File: src/rtl/if_ctrl.sv
// Instruction fetch controller: issues one ROM request at a time, returns
// {instruction, pc} to the decode side through a valid/ready output slot
// backed by a one-entry skid buffer, and redirects on execute-stage jumps.
//
// state | meaning
// IDLE  | one cycle after reset release, nothing issued yet
// REQ   | rom_req_out high, holding rom_addr_out until the ROM acks
// WAIT  | one request outstanding, waiting for its response
// FULL  | response parked in the skid entry, output slot still blocked
// DRAIN | outstanding response belongs to a pre-jump stream, drop it
module if_ctrl #(
  parameter logic [31:0] RESET_PC  = 32'h0000_0000,
  parameter logic [31:0] NOP_INSTR = 32'h0000_0013
) (
  input  logic        clk,
  input  logic        rst,
  output logic        rom_req_out,
  output logic [31:0] rom_addr_out,
  input  logic        rom_ack_in,
  input  logic        rom_rvalid_in,
  input  logic [31:0] rom_rdata_in,
  input  logic        jump_flag_in,
  input  logic [31:0] jump_addr_in,
  input  logic        id_ready_in,
  output logic        if_valid_out,
  output logic [31:0] if_instr_out,
  output logic [31:0] if_pc_out
);

  typedef enum logic [2:0] {
    ST_IDLE  = 3'd0,
    ST_REQ   = 3'd1,
    ST_WAIT  = 3'd2,
    ST_FULL  = 3'd3,
    ST_DRAIN = 3'd4
  } state_t;

  state_t      r_state;
  logic [31:0] r_pc;
  logic [31:0] r_tag;
  logic        r_out_valid;
  logic [31:0] r_out_instr;
  logic [31:0] r_out_pc;
  logic        r_skid_valid;
  logic [31:0] r_skid_instr;
  logic [31:0] r_skid_pc;

  state_t      w_state_nx;
  logic [31:0] w_pc_nx;
  logic [31:0] w_tag_nx;
  logic        w_out_valid_nx;
  logic [31:0] w_out_instr_nx;
  logic [31:0] w_out_pc_nx;
  logic        w_skid_valid_nx;
  logic [31:0] w_skid_instr_nx;
  logic [31:0] w_skid_pc_nx;

  logic        w_slot_free;
  logic [31:0] w_pc_inc;
  logic [31:0] w_jump_tgt;
  logic        w_unused_jump_lsb;

  // The output slot can take new data if empty or being drained this cycle.
  assign w_slot_free = ~r_out_valid | id_ready_in;
  // Fetch addresses are word aligned; natural 32-bit wrap past 0xFFFF_FFFC.
  assign w_pc_inc    = r_pc + 32'd4;
  assign w_jump_tgt  = {jump_addr_in[31:2], 2'b00};
  assign w_unused_jump_lsb = |jump_addr_in[1:0];

  assign rom_req_out  = (r_state == ST_REQ);
  assign rom_addr_out = (r_state == ST_REQ) ? r_pc : 32'd0;
  assign if_valid_out = r_out_valid;
  assign if_instr_out = r_out_valid ? r_out_instr : NOP_INSTR;
  assign if_pc_out    = r_out_pc;

  // Next-state, fetch pointer, output slot and skid updates; jump overrides last.
  always_comb begin
    w_state_nx      = r_state;
    w_pc_nx         = r_pc;
    w_tag_nx        = r_tag;
    w_out_valid_nx  = r_out_valid & ~id_ready_in;
    w_out_instr_nx  = r_out_instr;
    w_out_pc_nx     = r_out_pc;
    w_skid_valid_nx = r_skid_valid;
    w_skid_instr_nx = r_skid_instr;
    w_skid_pc_nx    = r_skid_pc;

    case (r_state)
      ST_IDLE: begin
        w_state_nx = ST_REQ;
      end
      ST_REQ: begin
        if (rom_ack_in) begin
          w_pc_nx    = w_pc_inc;
          w_tag_nx   = r_pc;
          w_state_nx = ST_WAIT;
        end
      end
      ST_WAIT: begin
        if (rom_rvalid_in) begin
          if (w_slot_free) begin
            w_out_valid_nx = 1'b1;
            w_out_instr_nx = rom_rdata_in;
            w_out_pc_nx    = r_tag;
          end else begin
            w_skid_valid_nx = 1'b1;
            w_skid_instr_nx = rom_rdata_in;
            w_skid_pc_nx    = r_tag;
          end
          w_state_nx = w_slot_free ? ST_REQ : ST_FULL;
        end
      end
      ST_FULL: begin
        // Output is occupied on entry, so it only frees up via a transfer.
        if (id_ready_in && r_skid_valid) begin
          w_out_valid_nx  = 1'b1;
          w_out_instr_nx  = r_skid_instr;
          w_out_pc_nx     = r_skid_pc;
          w_skid_valid_nx = 1'b0;
          w_state_nx      = ST_REQ;
        end
      end
      ST_DRAIN: begin
        if (rom_rvalid_in) begin
          w_state_nx = ST_REQ;
        end
      end
      default: begin
        w_state_nx = ST_IDLE;
      end
    endcase

    // A concurrent output transfer has already been counted by the
    // consumer; everything still buffered is from the old stream.
    if (jump_flag_in) begin
      w_pc_nx         = w_jump_tgt;
      w_out_valid_nx  = 1'b0;
      w_skid_valid_nx = 1'b0;
      case (r_state)
        ST_REQ:   w_state_nx = rom_ack_in    ? ST_DRAIN : ST_REQ;
        ST_WAIT:  w_state_nx = rom_rvalid_in ? ST_REQ   : ST_DRAIN;
        ST_DRAIN: w_state_nx = rom_rvalid_in ? ST_REQ   : ST_DRAIN;
        default:  w_state_nx = ST_REQ;
      endcase
    end
  end

  // State and datapath registers; reset abandons any outstanding request.
  always_ff @(posedge clk or posedge rst) begin
    if (rst) begin
      r_state      <= ST_IDLE;
      r_pc         <= RESET_PC;
      r_tag        <= 32'd0;
      r_out_valid  <= 1'b0;
      r_out_instr  <= NOP_INSTR;
      r_out_pc     <= 32'd0;
      r_skid_valid <= 1'b0;
      r_skid_instr <= 32'd0;
      r_skid_pc    <= 32'd0;
    end else begin
      r_state      <= w_state_nx;
      r_pc         <= w_pc_nx;
      r_tag        <= w_tag_nx;
      r_out_valid  <= w_out_valid_nx;
      r_out_instr  <= w_out_instr_nx;
      r_out_pc     <= w_out_pc_nx;
      r_skid_valid <= w_skid_valid_nx;
      r_skid_instr <= w_skid_instr_nx;
      r_skid_pc    <= w_skid_pc_nx;
    end
  end

endmodule

File: config.mk
export PLATFORM = sky130hd
export DESIGN_NAME = if_ctrl
export DESIGN_NICKNAME = d
export VERILOG_FILES = /design/src/rtl/if_ctrl.sv
export SDC_FILE = /design/constraint.sdc
export NUM_CORES = 1
export LEC_CHECK = 0
export ABC_AREA = 1
export ABC_CLOCK_PERIOD_IN_PS = 6700
export CAP_MARGIN = 20
export CORE_MARGIN = 5
export CORE_UTILIZATION = 40
export CTS_CLUSTER_SIZE = 14
export DETAILED_ROUTE_END_ITERATION = 16
export PLACE_DENSITY = 0.76
export REMOVE_ABC_BUFFERS = 1
export SYNTH_ARGS = -nofsm -noshare
export SYNTH_HDL_FRONTEND = slang
export SYNTH_SLANG_ARGS = --single-unit
File: constraint.sdc
create_clock -name clk -period 6.7 [get_ports clk]
set_clock_uncertainty 0.05 [all_clocks]
set_input_delay 1.34 -clock clk [delete_from_list [all_inputs] [get_ports clk]]
set_output_delay 1.34 -clock clk [all_outputs]
set_load 0.01 [all_outputs]
Yosys cells after proc, flatten, opt, wreduce, memory -nomap -nowiden
Index checks and enable logic that the tools add are counted.
{ "totals": {"regBits": 197, "in_bits": 70, "output_inout_bits": 98, "word_cells": 73} }
{ "classes": {"addsub": 1, "n_eq_ne": 12, "mux": 33, "bitwise_logic": 5, "n_reduce_logical": 13} }
{ "ops": {"columns": ["cell", "count"], "rows": [
  ["$mux W32", 11],
  ["$pmux W32 S2", 2],
  ["$add A32 B3 Y32 const B", 1],
  ["$mux W3", 7],
  ["$pmux W3 S5", 1],
  ["$ne A3 B3 Y1 const B", 4],
  ["$reduce_and A4 Y1", 3],
  ["$mux W1", 8],
  ["$eq A3 B2 Y1 const B", 2],
  ["$ne A2 B2 Y1 const B", 3],
  ["$pmux W3 S2", 1],
  ["$reduce_bool A2 Y1", 3],
  ["$pmux W1 S2", 2],
  ["$reduce_and A2 Y1", 2],
  ["$eq A3 B1 Y1 const B", 1],
  ["$eq A3 B3 Y1 const B", 1],
  ["$logic_not A3 Y1", 1],
  ["$ne A3 B1 Y1 const B", 1],
  ["$not A1 Y1", 3],
  ["$reduce_and A3 Y1", 1],
  ["$reduce_bool A3 Y1", 1],
  ["$mux W2", 1],
  ["$reduce_or A2 Y1", 1],
  ["$and A1 B1 Y1", 1],
  ["other kinds (2)", 2]
]} }

Logic depth before layout (Yosys ltp)
Gate-level depths: netlist of run 1.
{ "logic_depth": {"ltp_word": 6, "depth_mapped": 9, "ltp_nobuf": 9} }

Worst setup path after synthesis of run 1
Ideal clock, no wire load.
{ "synth_timing": {"path_type": "register -> output", "from": "register r_out_valid (netlist: if_valid_out)", "to": "output if_instr_out[24]", "t_arrival_ps": 1089, "t_required_ps": 5310, "slack_ps": 4221, "path_stages_with_launch": 5, "path_buffers": 2, "path_cell_list": "dfrtp_1 -> clkbuf_1 -> buf_1 -> nand2_1 -> inv_1"} }
{ "synth_via": {"elab_chain_len": 1} }
{ "synth_rtl": {"columns": ["item", "line_no", "source"], "rows": [
  ["start, declared", "41", "logic r_out_valid;"],
  ["start signal, assigned", "164", "r_out_valid <= w_out_valid_nx;"],
  ["$mux W32", "73", "assign if_instr_out = r_out_valid ? r_out_instr : NOP_INSTR;"],
  ["end, declared", "26", "output logic [31:0] if_instr_out,"]
]} }
No other way between the ends.

Final worst setup path of run 1
{ "layout_timing": {"from": "register r_state[0]", "to": "output rom_addr_out[18]"} }
{ "layout_via": {"elab_chain_len": 2} }
{ "layout_rtl": {"columns": ["item", "line_no", "source"], "rows": [
  ["start, declared", "38", "state_t r_state;"],
  ["start signal, assigned", "161", "r_state <= w_state_nx;"],
  ["$eq A3 B1 Y1", "71", "assign rom_addr_out = (r_state == ST_REQ) ? r_pc : 32'd0;"],
  ["$mux W32", "71", null],
  ["end, declared", "18", "output logic [31:0] rom_addr_out,"]
]} }
No other way between the ends.

==> results of run 1 <==
[path summary, 6_finish.rpt]
path / from / endpoint / slack (ns)
max: r_state[0] / rom_addr_out[18] / 2.79
max in group asynchronous: rst / r_pc[10] / 4.25
min: r_out_instr[0] / r_out_instr[0] / 0.44
min reg2reg: r_out_instr[0] / r_out_instr[0] / 0.44
min in group asynchronous: rst / r_skid_instr[9] / 1.27
max reg2reg: r_state[2] / r_out_instr[27] / 3.42
[tightest hold or removal path: cells and delay by family, from the launching register on]
kind	cells	cell delay [ns]
buf+inv	1	0.06
flops	1	0.36
compound gates	1	0.07
[cell usage after synthesis, drive strengths merged]
master,instances
inv,158
o22ai,1
conb,1
xor2,2
and2,2
a21oi,120
o21ai,120
dfrtp,186
buf,40
nor2,196
nand2,286
xnor2,1
nand4,2
clkbuf,26
a31oi,1
nor3,1
ha,1
o211ai,12
dfstp,3
nand3,58
[stage by stage]
| stage | hold slack [ns] | worst slack [ns] |
|---|---|---|
| 5_1_grt | 0.460 | 2.62 |
| 2_1_floorplan | 0.398 | 0.173 |
| 4_1_cts | 0.446 | 2.75 |
| 3_5_place_dp | 0.430 | 2.86 |
| 3_3_place_gp | 0.415 | 2.95 |
| 6_report | 0.438 | 2.79 |
[state kept, by name, summed over array words and instances (netlist names)]
register,flops
if_pc_out,30
if_valid_out,1
r_out_instr,32
r_pc,30
r_skid_instr,32
r_skid_pc,30
r_skid_valid,1
r_state,3
r_tag,30
[where the power goes]
group	total (mW)	switching, mW	internal [mW]
logic	1.64	0.939	0.703
clock network	0.937	0.428	0.509
registers	1.78	0.238	1.54
[cells by family after synthesis]
family          after synthesis
other cells                   1
simple gates                545
xor+xnor                      3
flops                       189
buf+inv                     224
fa+ha+maj                     1
compound gates              254
[layer usage]
metal | part of all wire (%) | vias up
met4 | 1.1 | 0
met5 | 0 | -
met3 | 3.6 | 16
met2 | 49 | 182
li1 | - | 4051
met1 | 46 | 3631
[layout make-up]
type,count,area share (%)
clock buffers,20,3.80
clock inverters,11,0.827
inverters,158,5.22
multi-input cells,807,30.9
flip-flops and latches,189,41.2
well taps,285,3.10
repair buffers,171,15.0
==> metrics.md, run 1 <==
| Metric | Value |
|---|---|
| Setup TNS | 0 ns |
| Clock Pin Slew Worst Setup and Hold Paths | about 0.070 ns |
| Unique masters post-synth | 29 |
| Fin cells | 1641 |
| FP Rows | 55 |
| Commonest non-fill, non-tap cell in the layout | nand2_1 |
| Fillcell total | 2212 |
| Initial antenna violation count | 0 |
| Post-route ant nets | 0 |
| Final layout net count | 1415 |
| Clock Sinks | roughly 190 |
| Total design power | between 4 and 5 mW |
| Vias in the first global route | 7565 |
| Leakage | ~5.5 nW |
| Later-pin clock latency in the skew report | roughly 0.42 ns |
| Placed cells | about 1600 |
| Synthesized area | approximately 9200 um2 |
| Crit Path Max Fanout | 23 |
| DP Area | around 11000 um2 |
| Mux contribution to synthesized area | 0% |
| WL final | approximately 23 mm |
| Final Hold Fails | 0 |
| GP Congestion | slightly below 0.9 |
| Post-synthesis register bit count | between 150 and 200 |
| Synth Area in Simple Gates | 23.7% |
| M3 GR Usage | between 2 and 3% |
| GRT overflow | 0 |
| Drt via density | 4.80 |
| Endpoint type of the worst setup path | primary output |
| Area contributors post-synth | dfrtp_1 50%, nand2_1 11%, nor2_1 7.8%, a21oi_1 6.5%, inv_1 6.4% |
| VDD IR max | just over 0.2 mV |
| DIE AREA | 26300 um2 |
| 1st-iter DRT viols | ~520 |
| Fin crit share | 58.3% |
| Sequential-to-total area share from yosys stat | 51.2% |
| RSZ-0062 raised after global routing | no |
| Worst EP arrival | roughly 2.5 ns |
| GRT busiest layer | met2 |
| Status | finished, final reports clean |
| Worst slew margin | 43.7% |
| Hold path depth | 2 |
| Die Y-Extent | ~160 um |
| Power Density | approximately 380 nW/um2 |
| Worst slew pin tran | approximately 0.84 ns |
| Fin area | approximately 12000 um2 |
| R2r worst-path depth | 10 |
| PortBufs | ~160 |
| CTS Buffer Depth | 2 |
| # hold bufs at CTS | 0 |
| Kind of critical path | flop to primary output |
| Area Growth Syn to Fin | 24.4% |
| Commonest non-fill, non-tap cells in the layout | 283 x nand2_1, 193 x nor2_1, 186 x dfrtp_1 |
| Root Driver | clkbuf_16 |
| CP dominant cell by count | nor2_1 |
| # Max-Cap Violations | 0 |
| Gr usage total | ~17% |
| CTS H-tree lvls | 4 |
| Mean Syn Cell Area | 7.60 um2 |
| Delay-heaviest family, CP | buffers and inverters |
| Remaining DRCs | 0 |
| Required time worst endpoint | about 5.3 ns |
| Post-Syn Instances | between 1000 and 1500 |
| Largest family of logic cells by synthesized area | simple AND/OR/NAND/NOR gates |
| Global-route wire length before repair | about 38 mm |
| Buf+Inv Stages, Crit Path | 3 |
| Routing usage on met1 | between 20% and 30% |
| Starting Density | 40.7% |
| Utilization after layout | 50.7% |
| Post-synthesis adder-cell area fraction | 0.135% |
| Final setup vio count | 0 |
| Num ports | between 150 and 200 |
| Die width | 162 um |
| Core box area | 22700 um2 |
| Synth Warn # | 0 |
| Crit-path cells | inv_2 > nor2_1 > nand2_1 > buf_4 > nor2_1 > clkdlybuf4s50_1 |
| Slowest stage cell, crit path | clkdlybuf4s50_1 |
| CTS tree | yes |
| DR pass1 iterations | 10 |
| Leading area contributor after synthesis | dfrtp_1 |
| Top cell type's share of synthesized area | between 50% and 60% |
| Largest net degree at the start of global routing | approximately 120 |
| Compound-Gate Fraction of Synth Area | between 10 and 15% |
| Share of layout cells above drive strength 1 | 3.76% |
| Area occupied by multi-input gates | about 3600 um2 |
| Tmin final | 3.91 ns |
| FF/Latch Area | between 4000 and 5000 um2 |
| Post-DP HPWL | approximately 16 mm |
| Drt wl/cell | 13.8 um |
| # resized after CTS | 0 |
| FMAX | roughly 0.26 GHz |
| Global routing usage on met2 | 29.6% |
| Stages on the worst setup path | 6 |
| Crit path launch type | flop |
| Hold Path Class | flop to flop |
| Slowest stage delay, CP | 0.56 ns |
| Vias | about 7900 |
| Setup bufs post-CTS | 0 |
| # diodes | 0 |
| Slew Viols, Final | 0 |
| Synth Area in XOR/XNOR | less than 1% |
| CTS buffer count | 17 |
Power figures use the tool's default switching activity.
==> run 2, diff against run 1 <==
--- a/config.mk
+++ b/config.mk
@@ -6,7 +6,7 @@
 export NUM_CORES = 1
 export LEC_CHECK = 0
 export ABC_AREA = 1
-export ABC_CLOCK_PERIOD_IN_PS = 6700
+export ABC_CLOCK_PERIOD_IN_PS = 3450
 export CAP_MARGIN = 20
 export CORE_MARGIN = 5
 export CORE_UTILIZATION = 40
==> constraint.sdc (replaced) <==
create_clock -name clk -period 3.45 [get_ports clk]
set_clock_uncertainty 0.05 [all_clocks]
set_input_delay 0.69 -clock clk [delete_from_list [all_inputs] [get_ports clk]]
set_output_delay 0.69 -clock clk [all_outputs]
set_load 0.01 [all_outputs]
==> run 2 against run 1 <==
  * Wire length grew 1.7%
  * Non-clock buffer count grew 6
  * Sequential power grew 95%
  * Final cell count grew 0.43%
  * Die area is the same
  * Via count grew 1.4%
  * Critical path depth is the same
  * Clock-buffer cell count shrank 1
  * Sequential cell count is the same
  * Sequential share of layout area shrank 0.43 points
==> metrics.md, run 2 (synthesis results as in run 1) <==
| Metric | Value |
|---|---|
| Buf+Inv Stages, Crit Path | 3 (unchanged) |
| Reg2Reg Setup Slack | 1.30 ns (was 3.42 ns) |
| PortBufs | 161 (unchanged) |
| Worst-case hold slack | 0.440 ns (was 0.438 ns) |
| Crit path launch type | flop (unchanged) |
| DIE AREA | 26300 um2 (unchanged) |
| Root Driver | clkbuf_16 (unchanged) |
| CTS H-tree lvls | 4 (unchanged) |
| Final Hold Fails | 0 (unchanged) |
| Fin crit share | around 90% |
| R2r worst-path depth | 7 (was 10) |
| FMAX | ~0.32 GHz |
| Setup bufs post-CTS | 0 (unchanged) |
| Clock Pin Slew Worst Setup and Hold Paths | 0.07 ns (about the same) |
| GRT overflow | 0 (unchanged) |
| Power Density | 738 nW/um2 (was 379 nW/um2) |
| Hold path depth | 2 (unchanged) |
| DR pass1 iterations | 5 (was 10) |
| CTS Buffer Depth | 2 (unchanged) |
| VDD IR max | 0.319 mV (was 0.204 mV) |
| Fin area | 11600 um2 (was 11500 um2) |
| Leakage | 5.52 nW (was 5.46 nW) |
| Delay-heaviest family, CP | buffers and inverters (unchanged) |
| Fillcell total | 2156 (was 2212) |
| FP Rows | 55 (unchanged) |
| Slew Viols, Final | 0 (unchanged) |
| WL final | 23.0 mm (was 22.6 mm) |
| DP Area | 11000 um2 (was 10900 um2) |
| Tmin final | around 3.2 ns |
| Endpoint type of the worst setup path | primary output (unchanged) |
| Worst slew margin | 56.4% (was 43.7%) |
| Largest registers | r_out_instr x32, r_skid_instr x32 (unchanged) |
| CTS tree | yes (unchanged) |
| Die Y-Extent | 162 um (unchanged) |
| GP Congestion | 0.855 (was 0.869) |
| # hold bufs at CTS | 0 (unchanged) |
| Post-route ant nets | 0 (unchanged) |
| Commonest non-fill, non-tap cell in the layout | nand2_1 (unchanged) |
| 1st-iter DRT viols | 651 (was 517) |
| Initial antenna violation count | 0 (unchanged) |
| Num ports | 168 (unchanged) |
| CTS buffer count | 17 (unchanged) |
| Required time worst endpoint | 2.71 ns (was 5.31 ns) |
| # diodes | 0 (unchanged) |
| Hold Path Class | flop to flop (unchanged) |
| Final layout net count | 1421 (was 1415) |
| Stages on the worst setup path | 6 (unchanged) |
| Drt wl/cell | 14.0 um (was 13.8 um) |
| Clock Sinks | 189 (unchanged) |
| Kind of critical path | flop to primary output (unchanged) |
| Area Growth Syn to Fin | 25.7% (was 24.4%) |
| Gr usage total | 17.9% (was 17.4%) |
| Vias | 7988 (was 7880) |
| RSZ-0062 raised after global routing | no (unchanged) |
| # resized after CTS | 0 (unchanged) |
| Remaining DRCs | 0 (unchanged) |
| Drt via density | 4.85 (was 4.80) |
| Largest net degree at the start of global routing | 122 (was 123) |
| # Max-Cap Violations | 0 (unchanged) |
| Core box area | 22700 um2 (unchanged) |
| Crit-path cells | inv_2 > nor2_1 > nand2_1 > buf_4 > nor2_1 > clkdlybuf4s50_1 (unchanged) |
| Slowest stage cell, crit path | clkdlybuf4s50_1 (unchanged) |
| Global-route wire length before repair | 38.6 mm (was 37.6 mm) |
| Die width | 162 um (unchanged) |
| CP dominant cell by count | nor2_1 (unchanged) |
| Slowest stage delay, CP | 0.62 ns (was 0.56 ns) |
| Vias in the first global route | 7697 (was 7565) |
| Crit Path Max Fanout | 23 (unchanged) |
| Final setup vio count | 0 (unchanged) |
| Worst EP arrival | 2.43 ns (was 2.52 ns) |
| Area occupied by multi-input gates | 3550 um2 (unchanged) |
| FF/Latch Area | 4730 um2 (unchanged) |
| Worst slew pin tran | 0.652 ns (was 0.845 ns) |
| Later-pin clock latency in the skew report | 0.42 ns (about the same) |
| Share of layout cells above drive strength 1 | 4.48% (was 3.76%) |
| Post-DP HPWL | 16.1 mm (was 15.6 mm) |
| Starting Density | 40.7% (unchanged) |
| Status | finished, final reports clean (unchanged) |
| Commonest non-fill, non-tap cells in the layout | 283 x nand2_1, 193 x nor2_1, 186 x dfrtp_1 (unchanged) |
-- run 2: cell count changes in the layout (fill, tap and decap cells not counted), sizes merged --
cell      change
buf           +6
clkbuf        -1
clkinv        +1
clkinvlp      -1
inv           +2
-- run 2: worst paths after layout --
check,start,endpoint
worst max-delay path,r_state[0],rom_addr_out[16]
worst min-delay path,r_skid_instr[31],r_skid_instr[31]
worst max register to register,r_state[2],r_skid_instr[25]
worst min register to register,r_skid_instr[31],r_skid_instr[31]
max in group asynchronous,rst,if_pc_out[27]
min in group asynchronous,rst,r_skid_instr[9]
-- run 2: report_power, final --
group          internal [mW]  switching, mW  leakage, nW
registers               3.00          0.468         2.07
logic                   1.39           1.83         3.18
clock network           1.04          0.857        0.280
-- run 2: routing by layer --
metal | global-route usage, % | vias to the layer above | wire (um)
met3 | 3.12 | 17 | 897
met2 | 31.5 | 181 | 11500
met1 | 23.5 | 3720 | 10400
li1 | - | 4070 | -
met4 | 3.50 | 0 | 221
met5 | 0 | - | 0
-- run 2: layout make-up --
type,instances,area share [%]
Clock inverter,13,0.979
Sequential cell,189,40.7
Timing Repair Buffer,177,15.6
Tap cell,285,3.07
Multi-Input combinational cell,807,30.6
Inverter,158,5.17
Clock buffer,19,3.90
-- run 2: per-stage QoR --
step | setup TNS [ns] | setup slack (ns) | util, % | power (mW) | instances
2_1_floorplan | -461.45 | -2.43 | - | 5.22 | 1154
3_3_place_gp | 0 | 0.750 | 48.6 | 6.61 | 1615
3_5_place_dp | 0 | 0.716 | 48.6 | 6.73 | 1615
4_1_cts | 0 | 0.255 | 51.1 | 8.66 | 1647
5_1_grt | 0 | 0.108 | 51.2 | 9.29 | 1648
6_report | 0 | 0.285 | 51.2 | 8.58 | 1648
-- run 2: worst min-delay path: cells and delay by family (launching register included) --
| family | cells | cell delay (ns) |
|---|---|---|
| compound gates | 1 | 0.06 |
| flops | 1 | 0.34 |
| simple gates | 1 | 0.05 |
==> run 3, diff against run 2 <==
--- a/config.mk
+++ b/config.mk
@@ -12,6 +12,7 @@
 export CORE_UTILIZATION = 40
 export CTS_CLUSTER_SIZE = 14
 export DETAILED_ROUTE_END_ITERATION = 16
+export GPL_TIMING_DRIVEN = 0
 export PLACE_DENSITY = 0.76
 export REMOVE_ABC_BUFFERS = 1
 export SYNTH_ARGS = -nofsm -noshare
==> run 3 against run 2 <==
  * Wire length shrank 1.3%
  * Sequential share of layout area shrank 0.28 points
  * Via count grew 0.13%
  * Cell area grew 0.70%
==> metrics.md, run 3 (synthesis results as in run 1) <==
| Metric | Value |
|---|---|
| Status | finished, final reports clean (unchanged) |
| Slowest stage delay, CP | 0.56 ns (was 0.62 ns) |
| CTS buffer count | 17 (unchanged) |
| GRT overflow | 0 (unchanged) |
| Post-DP HPWL | 15.9 mm (was 16.1 mm) |
| Hold Path Class | flop to flop (unchanged) |
| RSZ-0062 raised after global routing | no (unchanged) |
| FP Rows | 55 (unchanged) |
| CP dominant cell by count | nor2_1 (unchanged) |
| Reg2Reg Setup Slack | 0.49 ns (was 1.30 ns) |
| Largest net degree at the start of global routing | 114 (was 122) |
| DIE AREA | 26300 um2 (unchanged) |
| # hold bufs at CTS | 0 (unchanged) |
| # resized after CTS | 0 (unchanged) |
| Crit Path Max Fanout | 24 (was 23) |
| DR pass1 iterations | 7 (was 5) |
| Commonest non-fill, non-tap cells in the layout | 283 x nand2_1, 193 x nor2_1, 186 x dfrtp_1 (unchanged) |
| R2r worst-path depth | 9 (was 7) |
| Buf+Inv Stages, Crit Path | 3 (unchanged) |
| Fin cells | 1641 (was 1648) |
| Slew Viols, Final | 0 (unchanged) |
| Setup TNS | 0 ns (unchanged) |
| Die Y-Extent | 162 um (unchanged) |
| Reg2reg start | r_state[2] (unchanged) |
| Total design power | 8.81 mW (was 8.58 mW) |
| Worst slew margin | 39.2% (was 56.4%) |
| Worst-case hold slack | 0.446 ns (was 0.440 ns) |
| Worst EP arrival | 2.45 ns (was 2.43 ns) |
| 1st-iter DRT viols | 642 (was 651) |
| Final Hold Fails | 0 (unchanged) |
| Sequential Power Share | 39.3% (was 40.4%) |
| Clock Sinks | 189 (unchanged) |
| Area Growth Syn to Fin | 26.6% (was 25.7%) |
| Clock network fraction of total power | 23.7% (was 22.1%) |
| GP Congestion | 0.876 (was 0.855) |
| # Max-Cap Violations | 0 (unchanged) |
| Switching power of the nets | 3.18 mW (was 3.15 mW) |
| Largest registers | r_out_instr x32, r_skid_instr x32 (unchanged) |
| Drt wl/cell | 13.8 um (was 14.0 um) |
| CTS tree | yes (unchanged) |
| Final layout net count | 1414 (was 1421) |
| CTS H-tree lvls | 4 (unchanged) |
| Starting Density | 40.7% (unchanged) |
| CTS Buffer Depth | 2 (unchanged) |
| Remaining DRCs | 0 (unchanged) |
| Drt via density | 4.87 (was 4.85) |
| FMAX | 0.313 GHz (was 0.316 GHz) |
| Vias | 7998 (was 7988) |
| WL final | 22.7 mm (was 23.0 mm) |
| Endpoint type of the worst setup path | primary output (unchanged) |
| Share of layout cells above drive strength 1 | 3.98% (was 4.48%) |
| Final setup vio count | 0 (unchanged) |
| Commonest non-fill, non-tap cell in the layout | nand2_1 (unchanged) |
| Leakage | 5.55 nW (was 5.52 nW) |
| Num ports | 168 (unchanged) |
| Root Driver | clkbuf_16 (unchanged) |
| Die width | 162 um (unchanged) |
| Delay-heaviest family, CP | buffers and inverters (unchanged) |
| Global-route wire length before repair | 38.3 mm (was 38.6 mm) |
| Worst slew pin tran | 0.909 ns (was 0.652 ns) |
| Post-route ant nets | 0 (unchanged) |
| Internal power | 5.63 mW (was 5.43 mW) |
| PortBufs | 161 (unchanged) |
| Crit path launch type | flop (unchanged) |
| VDD IR max | 0.642 mV (was 0.319 mV) |
| Vias in the first global route | 7768 (was 7697) |
| Initial antenna violation count | 0 (unchanged) |
| Fin crit share | 92.5% (was 91.8%) |
| Critical R2R Capture | r_out_instr[4] (was r_skid_instr[25]) |
| Placed cells | 1609 (was 1615) |
| Slowest stage cell, crit path | clkdlybuf4s50_1 (unchanged) |
| Worst Hold Launch | r_skid_valid (was r_skid_instr[31]) |
| Hold path depth | 2 (unchanged) |
| Core box area | 22700 um2 (unchanged) |
| Crit-path cells | inv_2 > nor2_1 > nand2_1 > buf_16 > nor2_1 > clkdlybuf4s50_1 (was inv_2 > nor2_1 > nand2_1 > buf_4 > nor2_1 > clkdlybuf4s50_1) |
| Comb power frac | 37.0% (was 37.5%) |
| Required time worst endpoint | 2.71 ns (about the same) |
| Gr usage total | 17.7% (was 17.9%) |
| Clock Pin Slew Worst Setup and Hold Paths | 0.07 ns (about the same) |
| WHS Endpoint | r_skid_valid (was r_skid_instr[31]) |
| Kind of critical path | flop to primary output (unchanged) |
| Power Density | 753 nW/um2 (was 738 nW/um2) |
| # diodes | 0 (unchanged) |
| Sw frac | 36.1% (was 36.7%) |
| Tmin final | 3.19 ns (was 3.17 ns) |
| Setup bufs post-CTS | 0 (unchanged) |
| Later-pin clock latency in the skew report | 0.42 ns (about the same) |
## run 3: changes by cell type in the layout (fill, tap and decap cells not counted), sizes merged
cell | before | now
clkinv | 7 | 5
clkinvlp | 2 | 1
buf | 16 | 9
clkbuf | 19 | 20
bufinv | 1 | 3
## run 3: layout make-up
class | instances | area, um2
Fill cell | 2137 | 11000
Sequential cell | 189 | 4730
Multi-Input combinational cell | 807 | 3550
Timing Repair Buffer | 170 | 1840
Inverter | 158 | 601
Clock buffer | 20 | 467
Tap cell | 285 | 357
Clock inverter | 12 | 159
## run 3: worst max-delay path by stage
stage          cells after the start                to  slack [ns]    startpoint
5_1_grt                            6  rom_addr_out[18]        0.08    r_state[0]
6_report                           6  rom_addr_out[18]        0.26    r_state[0]
2_1_floorplan                      1     if_pc_out[10]       -2.43           rst
3_3_place_gp                       2      if_pc_out[4]       -5.12           rst
4_1_cts                            6  rom_addr_out[18]        0.22    r_state[0]
3_5_place_dp                       7           r_pc[6]        0.10  jump_flag_in
## run 3: routing by layer
metal  routed length (um)  global-route usage (%)  up-vias
met4                  347                    4.69        0
met3                  832                    2.87       23
met5                    0                       0        -
met1                10500                    23.3     3739
li1                     -                       -     4064
met2                11000                    30.4      172
## run 3: tightest hold or removal path, stage by stage, from the launching register on
cell,delay [ns]
dfrtp_1,0.37
nand2_1,0.06
nand2_1,0.04
## run 3: power by group through the flow
| stage | Clock [mW] | Sequential (mW) | Combinational [mW] |
|---|---|---|---|
| final | 2.09 | 3.46 | 3.26 |
| after global routing | 2.24 | 3.57 | 3.69 |
| after CTS | 2.15 | 3.46 | 3.31 |
| after detailed placement | 0 | 3.50 | 3.28 |
| after global placement | 0 | 3.49 | 3.07 |
| after floorplan | 0 | 3.50 | 1.72 |
## run 3: through the flow
step | setup WS [ns] | instance area (um2) | utilization (%)
final | 0.258 | 11700 | 51.5
after global routing | 0.0760 | 11700 | 51.5
after CTS | 0.217 | 11700 | 51.5
after detailed placement | 0.102 | 11100 | 48.8
after global placement | -5.12 | 10800 | 47.7
after floorplan | -2.43 | 8870 | -
